File: config.mk
export PLATFORM = sky130hd
export DESIGN_NAME = trig_acq_sequencer
export DESIGN_NICKNAME = d
export VERILOG_FILES = /design/src/rtl/trig_acq_sequencer.sv
export SDC_FILE = /design/constraint.sdc
export NUM_CORES = 1
export LEC_CHECK = 0
export ABC_AREA = 0
export CORE_MARGIN = 3
export CORE_UTILIZATION = 38
export DETAILED_ROUTE_END_ITERATION = 8
export PLACE_DENSITY_LB_ADDON = 0.3
export SLEW_MARGIN = 10
export SYNTH_ARGS = -nofsm -noshare
export SYNTH_HDL_FRONTEND = slang
export SYNTH_SLANG_ARGS = --single-unit
File: constraint.sdc
create_clock -name clk -period 3.2 [get_ports clk]
set_clock_uncertainty 0.15 [all_clocks]
set_input_delay 0.64 -clock clk [delete_from_list [all_inputs] [get_ports clk]]
set_output_delay 0.64 -clock clk [all_outputs]
set_load 0.01 [all_outputs]
File: src/rtl/trig_acq_sequencer.sv
// rtl/trig_acq_sequencer.sv - trigger-to-acquisition sequencer (optional WAIT_RD timeout: TRIG_ACQ_TIMEOUT_EN)
module trig_acq_sequencer #(
    parameter int DLY_W       = 8,
    parameter int LEN_W       = 10,
    parameter int OVR_W       = 8,
    parameter int TIMEOUT_CYC = 65535
) (
    input  logic             clk,
    input  logic             rst,
    input  logic             trig_out,
    input  logic             trig_strb,
    input  logic [5:0]       pulse_ctr,
    input  logic [DLY_W-1:0] delay,
    input  logic [LEN_W-1:0] win_len,
    input  logic             rd_done,
    output logic             store_en,
    output logic [LEN_W-1:0] wr_addr,
    output logic             frame_valid,
    output logic [5:0]       frame_tag,
    output logic             frame_fb,
    output logic             busy,
    output logic             trig_rdy,
    output logic [OVR_W-1:0] overrun_ctr
`ifdef TRIG_ACQ_TIMEOUT_EN
    ,
    output logic             timeout_flag
`endif
);

    typedef enum logic [1:0] {IDLE, DELAY, ACQ, WAIT_RD} state_t;

    state_t           state_q, state_d;
    logic [DLY_W-1:0] dly_cnt_q, dly_cnt_d;
    logic [LEN_W-1:0] len_q, len_d;
    logic [LEN_W-1:0] wr_addr_q, wr_addr_d;
    logic             store_en_q, store_en_d;
    logic             frame_valid_q, frame_valid_d;
    logic [5:0]       tag_q, tag_d;
    logic             fb_q, fb_d;
    logic             busy_q, busy_d;
    logic             trig_rdy_q, trig_rdy_d;
    logic [OVR_W-1:0] ovr_q, ovr_d;
    logic             win_go;
    logic [LEN_W-1:0] go_len;
`ifdef TRIG_ACQ_TIMEOUT_EN
    localparam int TO_W = $clog2(TIMEOUT_CYC + 1);
    logic [TO_W-1:0]  to_cnt_q, to_cnt_d;
    logic             timeout_q, timeout_d;
`endif

    always_comb begin
        state_d       = state_q;
        dly_cnt_d     = dly_cnt_q;
        len_d         = len_q;
        wr_addr_d     = '0;
        store_en_d    = 1'b0;
        frame_valid_d = 1'b0;
        tag_d         = tag_q;
        fb_d          = fb_q;
        ovr_d         = ovr_q;
        win_go        = 1'b0;
        go_len        = len_q;
`ifdef TRIG_ACQ_TIMEOUT_EN
        to_cnt_d      = '0;
        timeout_d     = timeout_q;
`endif
        case (state_q)
            IDLE: begin
                if (trig_out) begin
                    len_d = win_len;
                    tag_d = pulse_ctr;
                    fb_d  = trig_strb;
                    if (delay != '0) begin
                        state_d   = DELAY;
                        dly_cnt_d = delay - DLY_W'(1);
                    end else begin
                        win_go = 1'b1;
                        go_len = win_len;
                    end
                end
            end
            DELAY: begin
                if (dly_cnt_q == '0) win_go = 1'b1;
                else dly_cnt_d = dly_cnt_q - DLY_W'(1);
            end
            ACQ: begin
                if (wr_addr_q == len_q - LEN_W'(1)) begin
                    state_d       = WAIT_RD;
                    frame_valid_d = 1'b1;
                end else begin
                    store_en_d = 1'b1;
                    wr_addr_d  = wr_addr_q + LEN_W'(1);
                end
            end
            WAIT_RD: begin
                if (rd_done) begin
                    state_d = IDLE;
`ifdef TRIG_ACQ_TIMEOUT_EN
                end else if (to_cnt_q == TO_W'(TIMEOUT_CYC - 1)) begin
                    state_d   = IDLE;
                    timeout_d = 1'b1;
                end else begin
                    to_cnt_d = to_cnt_q + TO_W'(1);
`endif
                end
            end
            default: state_d = IDLE;
        endcase

        // A zero-length window skips ACQ and reports the (empty) frame at once.
        if (win_go) begin
            if (go_len != '0) begin
                state_d    = ACQ;
                store_en_d = 1'b1;
            end else begin
                state_d       = WAIT_RD;
                frame_valid_d = 1'b1;
            end
        end

        if (trig_out && state_q != IDLE && ovr_q != '1) ovr_d = ovr_q + OVR_W'(1);

        busy_d     = (state_d != IDLE);
        trig_rdy_d = (state_q == IDLE);
    end

    always_ff @(posedge clk or posedge rst) begin
        if (rst) begin
            state_q       <= IDLE;
            dly_cnt_q     <= '0;
            len_q         <= '0;
            wr_addr_q     <= '0;
            store_en_q    <= 1'b0;
            frame_valid_q <= 1'b0;
            tag_q         <= '0;
            fb_q          <= 1'b0;
            busy_q        <= 1'b0;
            trig_rdy_q    <= 1'b0;
            ovr_q         <= '0;
`ifdef TRIG_ACQ_TIMEOUT_EN
            to_cnt_q      <= '0;
            timeout_q     <= 1'b0;
`endif
        end else begin
            state_q       <= state_d;
            dly_cnt_q     <= dly_cnt_d;
            len_q         <= len_d;
            wr_addr_q     <= wr_addr_d;
            store_en_q    <= store_en_d;
            frame_valid_q <= frame_valid_d;
            tag_q         <= tag_d;
            fb_q          <= fb_d;
            busy_q        <= busy_d;
            trig_rdy_q    <= trig_rdy_d;
            ovr_q         <= ovr_d;
`ifdef TRIG_ACQ_TIMEOUT_EN
            to_cnt_q      <= to_cnt_d;
            timeout_q     <= timeout_d;
`endif
        end
    end

    assign store_en    = store_en_q;
    assign wr_addr     = wr_addr_q;
    assign frame_valid = frame_valid_q;
    assign frame_tag   = tag_q;
    assign frame_fb    = fb_q;
    assign busy        = busy_q;
    assign trig_rdy    = trig_rdy_q;
    assign overrun_ctr = ovr_q;
`ifdef TRIG_ACQ_TIMEOUT_EN
    assign timeout_flag = timeout_q;
`endif

endmodule

==> out/metrics.cfg, run 1 <==
[outcome]
outcome=completed

[clocking]
cts_setup_buffers=0
clk_path_buf_depth=2
ctsHoldBuffers=0
cts_made_buffers=5
clkSlewWorstSetupHoldPaths_ns=0.09
cts_tree=done
clockRootBuffer=clkbuf_8
clock_latency_ns=0.31
cts_sinks=49
cts_htree_levels=2
cts_resized=0

[power_and_ir_drop]
p_int_w=0.00166
pwr-share-seq_pct=40.1
total_power_w=0.00269
ir_drop_v=0.000370
pwr-share-comb_pct=45.4
p_sw_share_pct=38.3
pwr-share-clk_pct=14.5
p_leak_nw=1.39
power.switching_w=0.00103
power.density_nw_per_um2=779

[worst_setup_path]
crit_type=reg2reg
end_kind=flip-flop
required_ns=3.24
crit_path_start_kind=flip-flop
worst-path-max-fanout=17
r2r_slack_ns=0.69
worst_ep_arrival_time_ns=2.54

[sta]
setup_viol=0
setup_tns_ns=0
min_period_ns=2.51
rsz0062_at_grt=false
drv_slew=0
period_share_pct=78.3
relSlewSlack_pct=51.7
max_freq_mhz=399
worst_slew_pin_slew_ns=0.724
hold_viol=0

[routing]
wl_per_cell_um=13.5
ant_nets=0
drt_wl_total_um=5740
vias_per_cell=5.08
dr.pass1.iters=4
num_vias=2156
initialDrtViolationCount=103
drc=0

[die]
die_width_um=90.2
die-area_sq_um=8140
fp.dieH_um=90.2
ios=58
fp-row-count=30
start_util_pct=39.5
core_region_area_sq_um=6830

[hold_path]
hp-class=reg2reg

[synthesis]
synth_edf_count=0
ys_ff_latch=49
syn_avg_cell_area_sq_um=9.98
async_reset_ff_share_pct=100
synth_fp_nets=303
synth_cells=270
synth_cell_types=54
ys_seq_area_share_pct=45.5
synth_area_sq_um=2700
synth-main-ff-cell=dfrtp_1
ys_warn_count=0

[finish]
n_antenna_cell=0
final_util_pct=50.5
nFillCells=664
nets=360
mostFrequentLayoutCells=57 x clkdlybuf4s50_1, 49 x dfrtp_1, 27 x nor2_1, 23 x nand2_1, 16 x xnor2_1
syn2layout_area_growth_pct=28.1
drive_above_1_share_pct=10.7
final_common_cell=clkdlybuf4s50_1
fin_cells=424
final_area_sq_um=3450

[place]
place_area_sq_um=3360
gp_congestion=0.873
dp_hpwl_um=4160
dp_cells=416
place.port_buffers=57

[global_routing]
grt_max_degree=50
grtUsageTotal_pct=14.5
grt_pass1_wl_um=9780
antenna_found_initial=0
grt_overflow=0
grt_pass1_vias=2022

[job]
maxCapViolations=0

## routing by layer
layer / track usage, % / part of all wire (%)
met3: 3.77 / 6.6
met1: 20.9 / 48
met2: 21.3 / 44
met5: 0 / 0
met4: 4.59 / 1.2
## synth_stat cells, drive strengths merged, types with 7 or more instances
library cell | n | share of area [%]
inv | 7 | 0.98
mux2 | 15 | 6.3
nor2 | 28 | 4.0
o21ai | 14 | 2.6
nand2 | 23 | 3.2
nor3 | 7 | 1.7
a21oi | 7 | 1.3
xor2 | 9 | 2.9
xnor2 | 16 | 5.2
nand3 | 9 | 1.7
dfrtp | 49 | 45
## sequential cells by signal (all words and copies together) (netlist names)
name / flops
len_q: 10
wr_addr: 10
dly_cnt_q: 8
overrun_ctr: 8
frame_tag: 6
state_q: 2
busy: 1
frame_fb: 1
frame_valid: 1
store_en: 1
trig_rdy: 1
## layout make-up
class	instances	area [sq um]	area share, %
Clock inverter	2	13.8	0.399
Timing Repair Buffer	61	601	17.4
Inverter	7	26.3	0.761
Multi-Input combinational cell	203	1380	40.1
Tap cell	96	120	3.48
Clock buffer	6	82.6	2.39
Sequential cell	49	1230	35.5
## worst paths after layout
check | from | to | cells after the start
min in group asynchronous | rst | frame_tag[1]$_DFFE_PP0P_ | 3
worst max-delay path | state_q[1]$_DFF_PP0_ | dly_cnt_q[7]$_DFFE_PP0P_ | 7
worst min register to register | overrun_ctr[4]$_DFFE_PP0P_ | overrun_ctr[4]$_DFFE_PP0P_ | 1
max in group asynchronous | rst | wr_addr[7]$_DFF_PP0_ | 3
worst min-delay path | overrun_ctr[4]$_DFFE_PP0P_ | overrun_ctr[4]$_DFFE_PP0P_ | 1
worst max register to register | state_q[1]$_DFF_PP0_ | dly_cnt_q[7]$_DFFE_PP0P_ | 7
## through the flow
stage / worst slack (ns) / hold slack [ns]
3_5_place_dp: 0.563 / 0.331
4_1_cts: 0.726 / 0.351
6_report: 0.693 / 0.346
5_1_grt: 0.470 / 0.372
3_3_place_gp: 0.572 / 0.339
2_1_floorplan: 0.723 / 0.319
## power by group through the flow
stage | logic (W) | registers (W) | clock network [W]
floorplan | 0.000823 | 0.00107 | 0
global placement | 0.00122 | 0.00109 | 0
detailed placement | 0.00123 | 0.00109 | 0
CTS | 0.00123 | 0.00108 | 0.000411
global route | 0.00137 | 0.00113 | 0.000437
finish | 0.00122 | 0.00108 | 0.000391
## logic make-up after synthesis
family,Yosys count,synth area share (%)
xor gates and xnor gates,25,8.12
and+or+nand+nor,103,20.0
adders and majority gates,4,1.86
AOI/OAI and AO/OA,51,13.3
DFF,49,45.5
muxes,20,8.12
buffers and inverters,18,3.16
## worst max-delay path, stage by stage (launching register included)
cell and delay (ns):
dfrtp_1 0.53, nand2b_1 0.26, buf_4 0.26, mux2i_1 0.53, nor3_1 0.20, nand2b_1 0.19
a31oi_1 0.21, a21oi_1 0.05
No activity file was read; power rests on OpenSTA's default activity.
==> run 2: changes to the inputs <==
clock period = 2.5 ns   (was 3.2 ns; I/O delays follow)
==> out/metrics.cfg, run 2 (synthesis gave the netlist of run 1 again) <==
[outcome]
outcome=completed

[sta]
worst_slew_pin_slew_ns=0.481  ; -0.242 ns
period_share_pct=90.0  ; +12 points
rsz0062_at_grt=false
setup_viol=0  ; unchanged
min_period_ns=2.25  ; -0.255 ns
hold_viol=0  ; unchanged
relSlewSlack_pct=67.8  ; +16 points
setup_tns_ns=0  ; unchanged
drv_slew=0  ; unchanged
max_freq_mhz=444  ; +11%

[worst_setup_path]
end_kind=flip-flop
crit_path_start_kind=flip-flop
crit_type=reg2reg
cpMaxStageDelayCell=or4_1
crit_family=simple AND/OR/NAND/NOR gates
required_ns=2.58  ; -0.66 ns
path_buf_inv=1  ; unchanged
worst_ep_arrival_time_ns=2.33  ; -0.21 ns
path_cells=inv_1 -> ha_1 -> and2b_1 -> nand2_1 -> nor4b_1 -> nor2_2 -> or4_1 -> o21ai_1
worst-path-max-fanout=5  ; -12
critPathMaxStageDelay_ns=0.51  ; -0.02 ns

[die]
fp.dieH_um=90.2  ; unchanged
die-area_sq_um=8140  ; unchanged
die_width_um=90.2  ; unchanged
start_util_pct=39.5  ; unchanged
core_region_area_sq_um=6830  ; unchanged
fp-row-count=30  ; unchanged
ios=58  ; unchanged

[routing]
initialDrtViolationCount=129  ; +25%
dr.pass1.iters=4  ; unchanged
ant_nets=0  ; unchanged
vias_per_cell=5.13  ; +0.87%
drc=0  ; unchanged
wl_per_cell_um=13.9  ; +2.5%
drt_wl_total_um=6010  ; +4.7%
num_vias=2221  ; +3.0%

[place]
gp_congestion=0.884  ; +1.3%
place.port_buffers=57  ; unchanged
dp_hpwl_um=4380  ; +5.2%

[power_and_ir_drop]
pwr-share-seq_pct=37.8  ; -2.3 points
pwr-share-comb_pct=46.3  ; +0.9 points
p_leak_nw=1.44  ; +3.7%
total_power_w=0.00361  ; +34%
p_int_w=0.00225  ; +36%
pwr-share-clk_pct=15.9  ; +1.4 points
power.density_nw_per_um2=1020  ; +31%
ir_drop_v=0.000489  ; +32%
power.switching_w=0.00136  ; +32%
p_sw_share_pct=37.7  ; -0.59 points

[hold_path]
hp-class=reg2reg

[global_routing]
grtUsageTotal_pct=15.4  ; +0.90 points
top_usage_layer=met2
grt_max_degree=50  ; unchanged
antenna_found_initial=0  ; unchanged
grt_pass1_wl_um=10300  ; +4.9%
use_met3_pct=4.85  ; +1.1 points
grt_overflow=0  ; unchanged
use_met2_pct=23.8  ; +2.6 points
grt_pass1_vias=2204  ; +9.0%
grt_use_met1_pct=20.1  ; -0.90 points

[clocking]
cts_htree_levels=2  ; unchanged
clock_latency_ns=0.31  ; about the same
clkSlewWorstSetupHoldPaths_ns=0.10  ; about the same
ctsHoldBuffers=0  ; unchanged
clk_path_buf_depth=2  ; unchanged
clockRootBuffer=clkbuf_8
cts_tree=done
cts_sinks=49  ; unchanged
cts_resized=0  ; unchanged
cts_setup_buffers=0  ; unchanged
cts_made_buffers=5  ; unchanged

[finish]
nets=369  ; +2.5%
layout.area.seq_sq_um=1230  ; unchanged
multiInputGateArea_sq_um=1380  ; unchanged
n_antenna_cell=0  ; unchanged
final_common_cell=clkdlybuf4s50_1
drive_above_1_share_pct=12.8  ; +2.1 points
syn2layout_area_growth_pct=31.7
final_util_pct=51.9  ; +1.4 points
nFillCells=668  ; +0.60%
mostFrequentLayoutCells=57 x clkdlybuf4s50_1, 49 x dfrtp_1, 27 x nor2_1, 23 x nand2_1, 16 x xnor2_1

[job]
maxCapViolations=0  ; unchanged

-- run 2: changes by cell type in the layout (fill, tap and decap cells not counted), sizes merged --
cell    previous run  this run
buf                4        13
bufinv             0         1
clkinv             2         1
-- run 2: final cells by class --
class / instances / area share, %
clock buffer: 6 / 2.05
multi-input combinational: 203 / 39.0
tap: 96 / 3.39
sequential: 49 / 34.6
timing repair buffer: 70 / 19.2
inverter: 7 / 0.740
clock inverter: 2 / 1.09
-- run 2: power groups by stage --
stage | clock network (W) | registers (W) | logic, W
finish | 0.000576 | 0.00136 | 0.00167
floorplan | 0 | 0.00137 | 0.00105
detailed placement | 0 | 0.00138 | 0.00167
global placement | 0 | 0.00136 | 0.00163
CTS | 0.000608 | 0.00136 | 0.00168
global route | 0.000633 | 0.00141 | 0.00185
-- run 2: through the flow --
step / cell area (sq um) / hold slack (ns) / setup slack, ns / cells
after global routing: 3550 / 0.379 / 0.0198 / 433
after floorplan: 2700 / 0.319 / 0.0230 / 270
after detailed placement: 3440 / 0.342 / 0.00197 / 425
after CTS: 3550 / 0.359 / 0.226 / 433
after global placement: 3440 / 0.335 / 0.0914 / 425
final: 3550 / 0.360 / 0.249 / 433
-- run 2: path summary, 6_finish.rpt --
kind	from	endpoint	slack, ns	cells after the start
setup / recovery	len_q[0]$_DFFE_PP0P_	frame_valid$_DFF_PP0_	0.25	8
max in group asynchronous	rst	wr_addr[0]$_DFF_PP0_	1.58	3
hold / removal	overrun_ctr[4]$_DFFE_PP0P_	overrun_ctr[4]$_DFFE_PP0P_	0.36	1
setup reg to reg	len_q[0]$_DFFE_PP0P_	frame_valid$_DFF_PP0_	0.25	8
hold reg to reg	overrun_ctr[4]$_DFFE_PP0P_	overrun_ctr[4]$_DFFE_PP0P_	0.36	1
min in group asynchronous	rst	overrun_ctr[5]$_DFFE_PP0P_	0.38	3
-- run 2: layer usage --
layer  vias up  routed length, um
met5         -                  0
met3         7                399
met1      1050               2800
li1       1097                  -
met2        67               2710
met4         0                100
-- run 2: worst register-to-register path: cells and delay by family (launching register included) --
kind	cells	cell delay [ns]
buffers and inverters	1	0.09
AND/OR/NAND/NOR	5	1.25
flip-flops	1	0.42
adder cells (fa/ha/maj)	1	0.18
AO/OA/AOI/OAI	1	0.10
==> run 3: changes to the inputs <==
CORE_UTILIZATION = 30   (was 38)
TNS_END_PERCENT = 1   (was unset)
==> out/metrics.cfg, run 3 (synthesis gave the netlist of run 1 again) <==
[sta]
drv_slew=0  ; unchanged
worst_hold_slack_ns=0.352  ; -0.00767 ns
relSlewSlack_pct=72.1  ; +4.2 points
max_freq_mhz=443  ; -0.28%
setup_viol=0  ; unchanged
period_share_pct=90.3  ; +0.25 points
worst_slew_pin_slew_ns=0.416  ; -0.0656 ns
hold_viol=0  ; unchanged
rsz0062_at_grt=false
min_period_ns=2.26  ; +0.00634 ns

[global_routing]
grt_max_degree=50  ; unchanged
top_usage_layer=met2
grt_pass1_vias=2120  ; -3.8%
grt_overflow=0  ; unchanged
use_met3_pct=2.56  ; -2.3 points
grt_use_met1_pct=17.1  ; -2.9 points
grtUsageTotal_pct=12.4  ; -3.0 points
antenna_found_initial=0  ; unchanged
grt_pass1_wl_um=10200  ; -0.41%
use_met2_pct=20.2  ; -3.6 points

[clocking]
cts_resized=0  ; unchanged
cts_tree=done
cts_sinks=49  ; unchanged
cts_htree_levels=2  ; unchanged
clk_path_buf_depth=2  ; unchanged
cts_made_buffers=5  ; unchanged
clockRootBuffer=clkbuf_8
cts_setup_buffers=0  ; unchanged
ctsHoldBuffers=0  ; unchanged
clkSlewWorstSetupHoldPaths_ns=0.10  ; about the same
clock_latency_ns=0.30  ; about the same

[routing]
dr.pass1.iters=4  ; unchanged
vias_per_cell=4.95  ; -3.4%
drt_wl_total_um=6110  ; +1.6%
initialDrtViolationCount=98  ; -24%
ant_nets=0  ; unchanged
wl_per_cell_um=13.8  ; -0.49%
drc=0  ; unchanged
num_vias=2190  ; -1.4%

[finish]
syn2layout_area_growth_pct=32.4
mostFrequentLayoutCells=57 x clkdlybuf4s50_1, 49 x dfrtp_1, 27 x nor2_1, 23 x nand2_1, 16 x xnor2_1
n_antenna_cell=0  ; unchanged
final_common_cell=clkdlybuf4s50_1
fin_cells=442  ; +2.1%
nets=369  ; unchanged
drive_above_1_share_pct=13.1  ; +0.30 points

[power_and_ir_drop]
pwr-share-comb_pct=45.9  ; -0.4 points
power.switching_w=0.00134  ; -1.5%
pwr-share-seq_pct=37.7  ; about the same
pwr-share-clk_pct=16.3  ; +0.4 points
ir_drop_v=0.000461  ; -5.7%
power.density_nw_per_um2=1010  ; -0.41%
p_int_w=0.00228  ; +1.1%
p_leak_nw=1.45  ; +0.19%
p_sw_share_pct=37.1  ; -0.61 points

[place]
gp_congestion=0.786  ; -11%
dp_hpwl_um=4620  ; +5.5%
dp_cells=434  ; +2.1%
place.port_buffers=57  ; unchanged

[worst_setup_path]
reg2reg_depth=8  ; unchanged
path_cells=inv_1 -> ha_1 -> and2b_1 -> a221o_1 -> o311ai_2 -> nor2_2 -> or4_1 -> o21ai_1
crit_end=frame_valid$_DFF_PP0_
worst_ep_arrival_time_ns=2.33  ; about the same
crit_path_start_kind=flip-flop
reg2reg_from=len_q[0]$_DFFE_PP0P_
cpMaxStageDelayCell=or4_1
crit_type=reg2reg
cp-startpoint=len_q[0]$_DFFE_PP0P_
worstReg2RegEnd=frame_valid$_DFF_PP0_
r2r_slack_ns=0.24  ; about the same
worst-path-max-fanout=5  ; unchanged
required_ns=2.57  ; about the same
critPathMaxStageDelay_ns=0.53  ; +0.02 ns
end_kind=flip-flop

[die]
fp-row-count=33  ; +10%
die_width_um=101  ; +12%
start_util_pct=31.8  ; -7.6 points
die-area_sq_um=10200  ; +25%
fp.dieH_um=101  ; +12%
core_region_area_sq_um=8460  ; +24%
ios=58  ; unchanged

[hold_path]
hp-class=reg2reg
min_from=overrun_ctr[4]$_DFFE_PP0P_

[outcome]
outcome=completed

[job]
maxCapViolations=0  ; unchanged

[run 3: changes by cell type in the layout (fill, tap and decap cells not counted), sizes merged]
cell | previous run | this run
clkinvlp | 0 | 1
clkinv | 1 | 0
[run 3: routing by layer]
layer | part of all wire [%] | vias to the layer above
li1 | - | 1097
met1 | 49 | 1055
met2 | 47 | 36
met3 | 4.0 | 2
met4 | 0.65 | 0
met5 | 0 | -
[run 3: worst max-delay path: cells and delay by family (launching register included)]
| family | cells | cell delay (ns) |
|---|---|---|
| buffers and inverters | 1 | 0.07 |
| adder cells (fa/ha/maj) | 1 | 0.22 |
| AO/OA/AOI/OAI | 3 | 0.52 |
| AND/OR/NAND/NOR | 3 | 0.83 |
| flip-flops | 1 | 0.40 |
[run 3: how the worst min path moves through the flow]
| stage | endpoint | cells past startpoint | slack (ns) |
|---|---|---|---|
| 2_1_floorplan | dly_cnt_q[0]$_DFFE_PP0P_ | 2 | 0.32 |
| 3_3_place_gp | frame_tag[0]$_DFFE_PP0P_ | 1 | 0.34 |
| 3_5_place_dp | overrun_ctr[4]$_DFFE_PP0P_ | 1 | 0.34 |
| 6_report | overrun_ctr[4]$_DFFE_PP0P_ | 1 | 0.35 |
| 5_1_grt | overrun_ctr[7]$_DFFE_PP0P_ | 1 | 0.39 |
| 4_1_cts | overrun_ctr[4]$_DFFE_PP0P_ | 1 | 0.36 |
[run 3: per-stage QoR]
stage	TNS (ns)	instance area [sq um]	power (W)	worst slack, ns	util [%]
after floorplan	0	2700	0.00243	0.0230	-
after global placement	0	3450	0.00302	0.0770	40.7
after detailed placement	-0.00615	3450	0.00305	-0.00615	40.7
after CTS	0	3570	0.00366	0.221	42.2
after global routing	0	3570	0.00393	0.0194	42.2
final	0	3570	0.00362	0.242	42.2
[run 3: power groups by stage]
stage	logic, W	registers [W]	clock network [W]
2_1_floorplan	0.00105	0.00137	0
3_3_place_gp	0.00164	0.00137	0
3_5_place_dp	0.00166	0.00138	0
4_1_cts	0.00167	0.00137	0.000617
5_1_grt	0.00186	0.00142	0.000650
6_report	0.00166	0.00137	0.000591
[run 3: layout make-up]
class | count | area (sq um)
clock buffer | 6 | 82.6
clock inverter | 2 | 37.5
sequential | 49 | 1230
tap | 105 | 131
timing repair buffer | 70 | 681
multi-input combinational | 203 | 1380
fill | 823 | 4900
inverter | 7 | 26.3
